--- config.mk ---
export PLATFORM = sky130hd
export DESIGN_NAME = uart_dbg_loader_flat
export DESIGN_NICKNAME = d
export VERILOG_FILES = /design/src/rtl/dbg_loader_pkg.sv /design/src/rtl/uart_dbg_loader_if.sv /design/src/rtl/dbg_byte_collector.sv /design/src/rtl/uart_dbg_loader.sv /design/src/flat_wrapper.sv
export SDC_FILE = /design/constraint.sdc
export NUM_CORES = 1
export LEC_CHECK = 0
export BUFFER_PORTS_ARGS = -buffer_cell sky130_fd_sc_hd__buf_2
export CAP_MARGIN = 25
export CORE_ASPECT_RATIO = 1.75
export CORE_MARGIN = 4
export CORE_UTILIZATION = 55
export CTS_CLUSTER_DIAMETER = 100
export DETAILED_ROUTE_END_ITERATION = 7
export PLACE_DENSITY_LB_ADDON = 0.05
export SYNTH_ARGS = -nofsm -noshare
export SYNTH_HDL_FRONTEND = slang
export SYNTH_SLANG_ARGS = --single-unit
--- constraint.sdc ---
create_clock -name clk -period 6.2 [get_ports clk]
set_input_delay 1.86 -clock clk [delete_from_list [all_inputs] [get_ports clk]]
set_output_delay 1.86 -clock clk [all_outputs]
set_load 0.02 [all_outputs]
--- src/rtl/dbg_loader_pkg.sv ---
// Shared definitions for the UART debug loader.
// Command bytes, reply bytes and parser states.
package dbg_loader_pkg;

    localparam logic [7:0] CMD_W = 8'h57;
    localparam logic [7:0] CMD_R = 8'h52;
    localparam logic [7:0] CMD_H = 8'h48;
    localparam logic [7:0] CMD_G = 8'h47;
    localparam logic [7:0] ACK   = 8'h06;
    localparam logic [7:0] NAK   = 8'h15;

    typedef enum logic [2:0] {
        S_IDLE,
        S_ADDR,
        S_DATA,
        S_MEM,
        S_RESP
    } state_t;

endpackage

--- src/rtl/uart_dbg_loader_if.sv ---
// UART byte streams plus the debug memory bus.
// master = loader side, slave = UART engines / memory mux.
interface uart_dbg_loader_if;

    logic [7:0]  rx_data;
    logic        rx_valid;
    logic [7:0]  tx_data;
    logic        tx_valid;
    logic        tx_ready;
    logic        dbg_mem_op;
    logic [31:0] dbg_adr;
    logic [31:0] dbg_do;
    logic [3:0]  dbg_wren;
    logic [31:0] dbg_di;

    modport master (
        input  rx_data, rx_valid, tx_ready, dbg_di,
        output tx_data, tx_valid,
        output dbg_mem_op, dbg_adr, dbg_do, dbg_wren
    );

    modport slave (
        output rx_data, rx_valid, tx_ready, dbg_di,
        input  tx_data, tx_valid,
        input  dbg_mem_op, dbg_adr, dbg_do, dbg_wren
    );

endinterface

--- src/rtl/dbg_byte_collector.sv ---
// Little-endian 4-byte assembler used for address and data fields.
// o_word already includes the byte arriving this cycle.
module dbg_byte_collector (
    input  logic        clk,
    input  logic        n_reset,
    input  logic        i_clr,
    input  logic        i_valid,
    input  logic [7:0]  i_byte,
    output logic [31:0] o_word,
    output logic        o_done
);

    logic [23:0] r_sr;
    logic [1:0]  r_cnt;

    // Shift bytes in from the top so the first byte ends up lowest.
    always_ff @(posedge clk or negedge n_reset) begin
        if (!n_reset) begin
            r_sr  <= '0;
            r_cnt <= '0;
        end else if (i_clr) begin
            r_sr  <= '0;
            r_cnt <= '0;
        end else if (i_valid) begin
            r_sr  <= {i_byte, r_sr[23:8]};
            r_cnt <= r_cnt + 2'd1;
        end
    end

    assign o_word = {i_byte, r_sr};
    assign o_done = i_valid && (r_cnt == 2'd3);

endmodule

--- src/rtl/uart_dbg_loader.sv ---
// Host command parser: UART bytes -> debug memory accesses.
// Also owns the CPU reset line for halt/go.
import dbg_loader_pkg::*;

module uart_dbg_loader #(
    parameter int MEM_HOLD    = 4,
    parameter int TIMEOUT     = 100000,
    parameter bit BOOT_HALTED = 1'b0
) (
    input  logic               clk,
    input  logic               n_reset,
    uart_dbg_loader_if.master  bus,
    output logic               cpu_n_reset,
    output logic               busy,
    output logic               overrun
);

    localparam int TW = $clog2(TIMEOUT + 1);
    localparam int HW = $clog2(MEM_HOLD + 1);

    state_t      r_state;
    logic        r_is_wr;
    logic [29:0] r_addr;
    logic [TW-1:0] r_tmo;
    logic [HW-1:0] r_hold;
    logic [23:0] r_resp;
    logic [2:0]  r_left;
    logic [7:0]  r_tx_data;
    logic        r_tx_valid;
    logic        r_mem_op;
    logic [31:0] r_adr;
    logic [31:0] r_do;
    logic [3:0]  r_wren;
    logic        r_cpu_n_reset;
    logic        r_overrun;

    logic [31:0] w_word;
    logic        w_done;
    logic        w_col_valid;
    logic        w_col_clr;
    logic        w_drop;

    assign w_col_valid = bus.rx_valid &&
                         (r_state == S_ADDR || r_state == S_DATA);
    assign w_col_clr   = (r_state == S_IDLE);
    assign w_drop      = bus.rx_valid &&
                         (r_state == S_MEM || r_state == S_RESP);

    dbg_byte_collector u_col (
        .clk     (clk),
        .n_reset (n_reset),
        .i_clr   (w_col_clr),
        .i_valid (w_col_valid),
        .i_byte  (bus.rx_data),
        .o_word  (w_word),
        .o_done  (w_done)
    );

    // Command parser, memory access sequencing and reply streaming.
    always_ff @(posedge clk or negedge n_reset) begin
        if (!n_reset) begin
            r_state       <= S_IDLE;
            r_is_wr       <= 1'b0;
            r_addr        <= '0;
            r_tmo         <= '0;
            r_hold        <= '0;
            r_resp        <= '0;
            r_left        <= '0;
            r_tx_data     <= '0;
            r_tx_valid    <= 1'b0;
            r_mem_op      <= 1'b0;
            r_adr         <= '0;
            r_do          <= '0;
            r_wren        <= '0;
            r_cpu_n_reset <= !BOOT_HALTED;
            r_overrun     <= 1'b0;
        end else begin
            r_overrun <= w_drop;
            unique case (r_state)
                S_IDLE: begin
                    if (bus.rx_valid) begin
                        r_is_wr <= (bus.rx_data == CMD_W);
                        r_tmo   <= '0;
                        case (bus.rx_data)
                            CMD_W, CMD_R: begin
                                r_state <= S_ADDR;
                            end
                            CMD_H: begin
                                r_cpu_n_reset <= 1'b0;
                                r_tx_data     <= ACK;
                                r_tx_valid    <= 1'b1;
                                r_left        <= 3'd1;
                                r_state       <= S_RESP;
                            end
                            CMD_G: begin
                                r_cpu_n_reset <= 1'b1;
                                r_tx_data     <= ACK;
                                r_tx_valid    <= 1'b1;
                                r_left        <= 3'd1;
                                r_state       <= S_RESP;
                            end
                            default: begin
                                r_tx_data  <= NAK;
                                r_tx_valid <= 1'b1;
                                r_left     <= 3'd1;
                                r_state    <= S_RESP;
                            end
                        endcase
                    end
                end
                S_ADDR: begin
                    if (bus.rx_valid) begin
                        r_tmo <= '0;
                        if (w_done) begin
                            r_addr <= w_word[31:2];
                            if (r_is_wr) begin
                                r_state <= S_DATA;
                            end else begin
                                r_mem_op <= 1'b1;
                                r_adr    <= {w_word[31:2], 2'b00};
                                r_do     <= '0;
                                r_wren   <= 4'h0;
                                r_hold   <= '0;
                                r_state  <= S_MEM;
                            end
                        end
                    end else if (r_tmo == TW'(TIMEOUT - 1)) begin
                        r_state <= S_IDLE;
                    end else begin
                        r_tmo <= r_tmo + 1'b1;
                    end
                end
                S_DATA: begin
                    if (bus.rx_valid) begin
                        r_tmo <= '0;
                        if (w_done) begin
                            r_mem_op <= 1'b1;
                            r_adr    <= {r_addr, 2'b00};
                            r_do     <= w_word;
                            r_wren   <= 4'hF;
                            r_hold   <= '0;
                            r_state  <= S_MEM;
                        end
                    end else if (r_tmo == TW'(TIMEOUT - 1)) begin
                        r_state <= S_IDLE;
                    end else begin
                        r_tmo <= r_tmo + 1'b1;
                    end
                end
                S_MEM: begin
                    if (r_hold == HW'(MEM_HOLD - 1)) begin
                        r_mem_op   <= 1'b0;
                        r_adr      <= '0;
                        r_do       <= '0;
                        r_wren     <= '0;
                        r_tx_valid <= 1'b1;
                        if (r_is_wr) begin
                            r_tx_data <= ACK;
                            r_left    <= 3'd1;
                        end else begin
                            r_tx_data <= bus.dbg_di[7:0];
                            r_resp    <= bus.dbg_di[31:8];
                            r_left    <= 3'd4;
                        end
                        r_state <= S_RESP;
                    end else begin
                        r_hold <= r_hold + 1'b1;
                    end
                end
                S_RESP: begin
                    if (r_tx_valid && bus.tx_ready) begin
                        if (r_left == 3'd1) begin
                            r_tx_valid <= 1'b0;
                            r_state    <= S_IDLE;
                        end else begin
                            r_tx_data <= r_resp[7:0];
                            r_resp    <= {8'h00, r_resp[23:8]};
                            r_left    <= r_left - 3'd1;
                        end
                    end
                end
                default: begin
                    r_state <= S_IDLE;
                end
            endcase
        end
    end

    assign bus.tx_data    = r_tx_data;
    assign bus.tx_valid   = r_tx_valid;
    assign bus.dbg_mem_op = r_mem_op;
    assign bus.dbg_adr    = r_adr;
    assign bus.dbg_do     = r_do;
    assign bus.dbg_wren   = r_wren;
    assign cpu_n_reset    = r_cpu_n_reset;
    assign busy           = (r_state != S_IDLE);
    assign overrun        = r_overrun;

endmodule

--- src/flat_wrapper.sv ---
// flat-port wrapper written by rule: the top's interface ports become plain ports
module uart_dbg_loader_flat 
#(
    parameter int MEM_HOLD    = 4,
    parameter int TIMEOUT     = 100000,
    parameter bit BOOT_HALTED = 1'b0
)
  (clk, n_reset, cpu_n_reset, busy, overrun, bus_rx_data, bus_rx_valid, bus_tx_ready, bus_dbg_di, bus_tx_data, bus_tx_valid, bus_dbg_mem_op, bus_dbg_adr, bus_dbg_do, bus_dbg_wren);
  uart_dbg_loader_if bus_i ();
  input  logic clk;
  input  logic n_reset;
  output logic cpu_n_reset;
  output logic busy;
  output logic overrun;
  input wire logic [$bits(bus_i.rx_data)-1:0] bus_rx_data;
  input wire logic [$bits(bus_i.rx_valid)-1:0] bus_rx_valid;
  input wire logic [$bits(bus_i.tx_ready)-1:0] bus_tx_ready;
  input wire logic [$bits(bus_i.dbg_di)-1:0] bus_dbg_di;
  output wire logic [$bits(bus_i.tx_data)-1:0] bus_tx_data;
  output wire logic [$bits(bus_i.tx_valid)-1:0] bus_tx_valid;
  output wire logic [$bits(bus_i.dbg_mem_op)-1:0] bus_dbg_mem_op;
  output wire logic [$bits(bus_i.dbg_adr)-1:0] bus_dbg_adr;
  output wire logic [$bits(bus_i.dbg_do)-1:0] bus_dbg_do;
  output wire logic [$bits(bus_i.dbg_wren)-1:0] bus_dbg_wren;
  assign bus_i.rx_data = bus_rx_data;
  assign bus_i.rx_valid = bus_rx_valid;
  assign bus_i.tx_ready = bus_tx_ready;
  assign bus_i.dbg_di = bus_dbg_di;
  assign bus_tx_data = bus_i.tx_data;
  assign bus_tx_valid = bus_i.tx_valid;
  assign bus_dbg_mem_op = bus_i.dbg_mem_op;
  assign bus_dbg_adr = bus_i.dbg_adr;
  assign bus_dbg_do = bus_i.dbg_do;
  assign bus_dbg_wren = bus_i.dbg_wren;
  uart_dbg_loader #(.MEM_HOLD(MEM_HOLD), .TIMEOUT(TIMEOUT), .BOOT_HALTED(BOOT_HALTED)) u_core (.clk(clk), .n_reset(n_reset), .bus(bus_i), .cpu_n_reset(cpu_n_reset), .busy(busy), .overrun(overrun));
endmodule
==> results.json <==
{
  "die_h_um": 170,
  "cp_data_arrival_time_ns": 1.87,
  "end_kind": "primary output",
  "fp.dieW_um": 101,
  "maxCapViolations": 0,
  "grt_overflow": 0,
  "routedWlPerCell_um": 16.8,
  "ys_seq_elements": 182,
  "worstMarginPinSlew_ns": 1.02,
  "drv_slew": 0,
  "synth_largest_area_cell": "dfrtp_1",
  "hp-class": "flop to flop",
  "grt_max_degree": 127,
  "rows": 59,
  "cts.clk_slew.worst_paths_ns": 0.06,
  "stdcell_count": 1139,
  "yosysMostFrequentCell": "nand2_1",
  "finalWirelength_mm": 19.1,
  "finClkSkew_ns": 0.00878,
  "syn_area_um2": 8300,
  "r2r_end": "u_core.r_resp[4]$_DFFE_PN0P_",
  "place.port_buffers": 122,
  "worstSetupPathType": "flop to primary output",
  "timing.slew.headroom_pct": 32.2,
  "dp.cells": 1104,
  "postCtsSetupRepairBufs": 0,
  "grt_setup_unrepaired": "no",
  "whs_path_depth": 2,
  "synth_area_leaders": "dfrtp_1 55%, nand2_1 9.2%, mux2_2 6.5%, o21ai_0 5.7%, a21oi_1 3.9%",
  "setup_slack_ns": 2.47,
  "ys_warn_count": 0,
  "final_nets": 993,
  "synth.top_cell.area_share_pct": 54.6,
  "initial_core_util_pct": 55.9,
  "antenna_found_initial": 0,
  "max_freq_ghz": 0.268,
  "nFillCells": 1238,
  "cts_root_buffer": "clkbuf_16",
  "whs_ns": 0.473,
  "r2r_cells": 5,
  "viasPerCell": 5.56,
  "syn_avg_cell_area_um2": 9.71,
  "syn_to_final_growth_pct": 15.2,
  "grt_pass1_vias": 6408,
  "status": "complete, no violations",
  "layout-drive-gt1-share_pct": 24.2,
  "critPathLaunchType": "flop",
  "diodes": 0,
  "syn_inst": 854,
  "worstPathRequired_ns": 4.34,
  "vdd_drop_max_mv": 0.201,
  "r2r_slack_ns": 3.27,
  "cts_buffers": 17,
  "clock_sinks": 182,
  "timing.rr.start": "u_core.r_state[0]$_DFFE_PN0P_",
  "die-area_um2": 17200,
  "yosysSeqAreaShare_pct": 54.9,
  "drt_iter0_drc": 234,
  "grt_pass1_wl_mm": 31.5,
  "setup_viol": 0,
  "synth_edf_count": 0,
  "place.gp.congestion": 0.790,
  "synthTopCellsByCount": "203 x nand2_1, 181 x dfrtp_1, 94 x o21ai_0",
  "synthDistinctLibCells": 64,
  "finalSetupTns_ns": 0,
  "synthArstFlopShare_pct": 100,
  "num_vias": 6329,
  "cts_hold_buffers": 0,
  "worstHoldStart": "u_core.bus.dbg_adr[11]$_DFFE_PN0P_",
  "fin_crit_sh_pct": 60.1,
  "design.core.area_um2": 14800,
  "fin_crit_ns": 3.73,
  "pre_cts_slack_ns": 2.40,
  "cts_tree": "done",
  "drc": 0,
  "hold_end": "u_core.bus.dbg_adr[11]$_DFFE_PN0P_",
  "firstDrtPassIters": 5,
  "drt.antenna.violating_nets": 0,
  "cts_max_path_buffers": 2,
  "synth_flop_cell": "dfrtp_1",
  "p_leak_nw": 4.42,
  "track_usage_pct": 23.1,
  "insertion_delay_ns": 0.42,
  "power_density_nw_per_um2": 279,
  "hpwl_mm": 13.2,
  "pin_count": 125,
  "ctsResizeCount": 0,
  "htree_num_levels": 4,
  "finalHoldViolations": 0,
  "cp_max_fo": 29
}
[placed cells by master (no fill, tap or decap), types with 4 or more instances in the layout]
cell and n:
ha_1 6, nand3b_1 4, o21ai_0 94, nor3b_1 30, nor3_1 9, o21ai_1 4
nand3_1 10, o22a_1 4, xnor2_1 5, xor2_1 9, nor2_1 22, nand2b_1 4
mux2_2 48, a21oi_1 65, inv_6 7, inv_1 15, buf_4 9, nand2_1 203
buf_2 121, nand4_1 13, dfrtp_1 181, clkbuf_16 17
[cells by family (layout without fill, tap and decap cells)]
family	count (synthesis)	count (layout)	synth area share, %
other	1	2	0.0452
xor gates and xnor gates	14	14	1.48
and+or+nand+nor	329	329	18.8
AOI/OAI and AO/OA	193	193	12.9
muxes	49	49	6.65
adders and majority gates	6	6	0.905
DFF	182	182	54.9
buffers and inverters	80	181	4.27
[metrics by stage]
stage | power, mW | cell area [um^2] | utilization, %
6_report | 2.67 | 9550 | 64.4
3_5_place_dp | 1.68 | 8950 | 60.3
3_3_place_gp | 1.67 | 8930 | 60.2
4_1_cts | 2.69 | 9490 | 64.0
2_1_floorplan | 1.54 | 8300 | -
5_1_grt | 2.79 | 9550 | 64.4
[layout make-up]
class | count | area (um^2) | area share, %
inverter | 15 | 56.3 | 0.589
clock inverter | 14 | 114 | 1.19
timing repair buffer | 134 | 759 | 7.95
sequential | 182 | 4560 | 47.7
tap | 183 | 229 | 2.40
clock buffer | 18 | 429 | 4.49
multi-input combinational | 593 | 3410 | 35.7
[layer usage]
metal  vias up  GRT usage (%)  share of wire (%)
met2       127           41.4                 55
met5         -              0                  0
met3        31           4.68                4.0
met4         0           8.27                2.3
li1       3099              -                  -
met1      3072           27.0                 38
[registers in the layout, summed over array words and instances, names as in the netlist, 2 cells and up]
name,count
u_core.r_addr,30
u_core.bus.tx_data,8
u_core.r_state,3
u_core.bus.dbg_adr,30
u_core.u_col.r_sr,24
u_core.r_tmo,17
u_core.u_col.r_cnt,2
u_core.r_hold,3
u_core.r_left,3
u_core.r_resp,24
u_core.bus.dbg_do,32
[where the power goes]
part / leakage (nW) / switching, mW / total, mW / internal, mW
sequential: 2.21 / 0.0335 / 1.25 / 1.22
clock: 0.261 / 0.482 / 1.01 / 0.524
combinational: 1.95 / 0.282 / 0.410 / 0.128
total: 4.42 / 0.797 / 2.67 / 1.87
[critical path, cell delays in order (launching register included)]
cell	delay, ns
dfrtp_1	0.59
nor3_2	0.24
buf_4	0.32
inv_1	0.11
buf_2	0.18
[how the worst max path moves through the flow]
stage	start	slack [ns]	end
after floorplan	u_core.r_state[0]$_DFFE_PN0P_	2.68	busy
after global routing	u_core.r_state[1]$_DFFE_PN0P_	2.34	busy
after CTS	u_core.r_state[1]$_DFFE_PN0P_	2.46	busy
final	u_core.r_state[1]$_DFFE_PN0P_	2.47	busy
after global placement	bus_tx_ready	2.49	u_core.r_resp[14]$_DFFE_PN0P_
after detailed placement	bus_rx_valid	2.40	u_core.r_state[0]$_DFFE_PN0P_
Note: power is estimated with default switching activity, not from simulation.
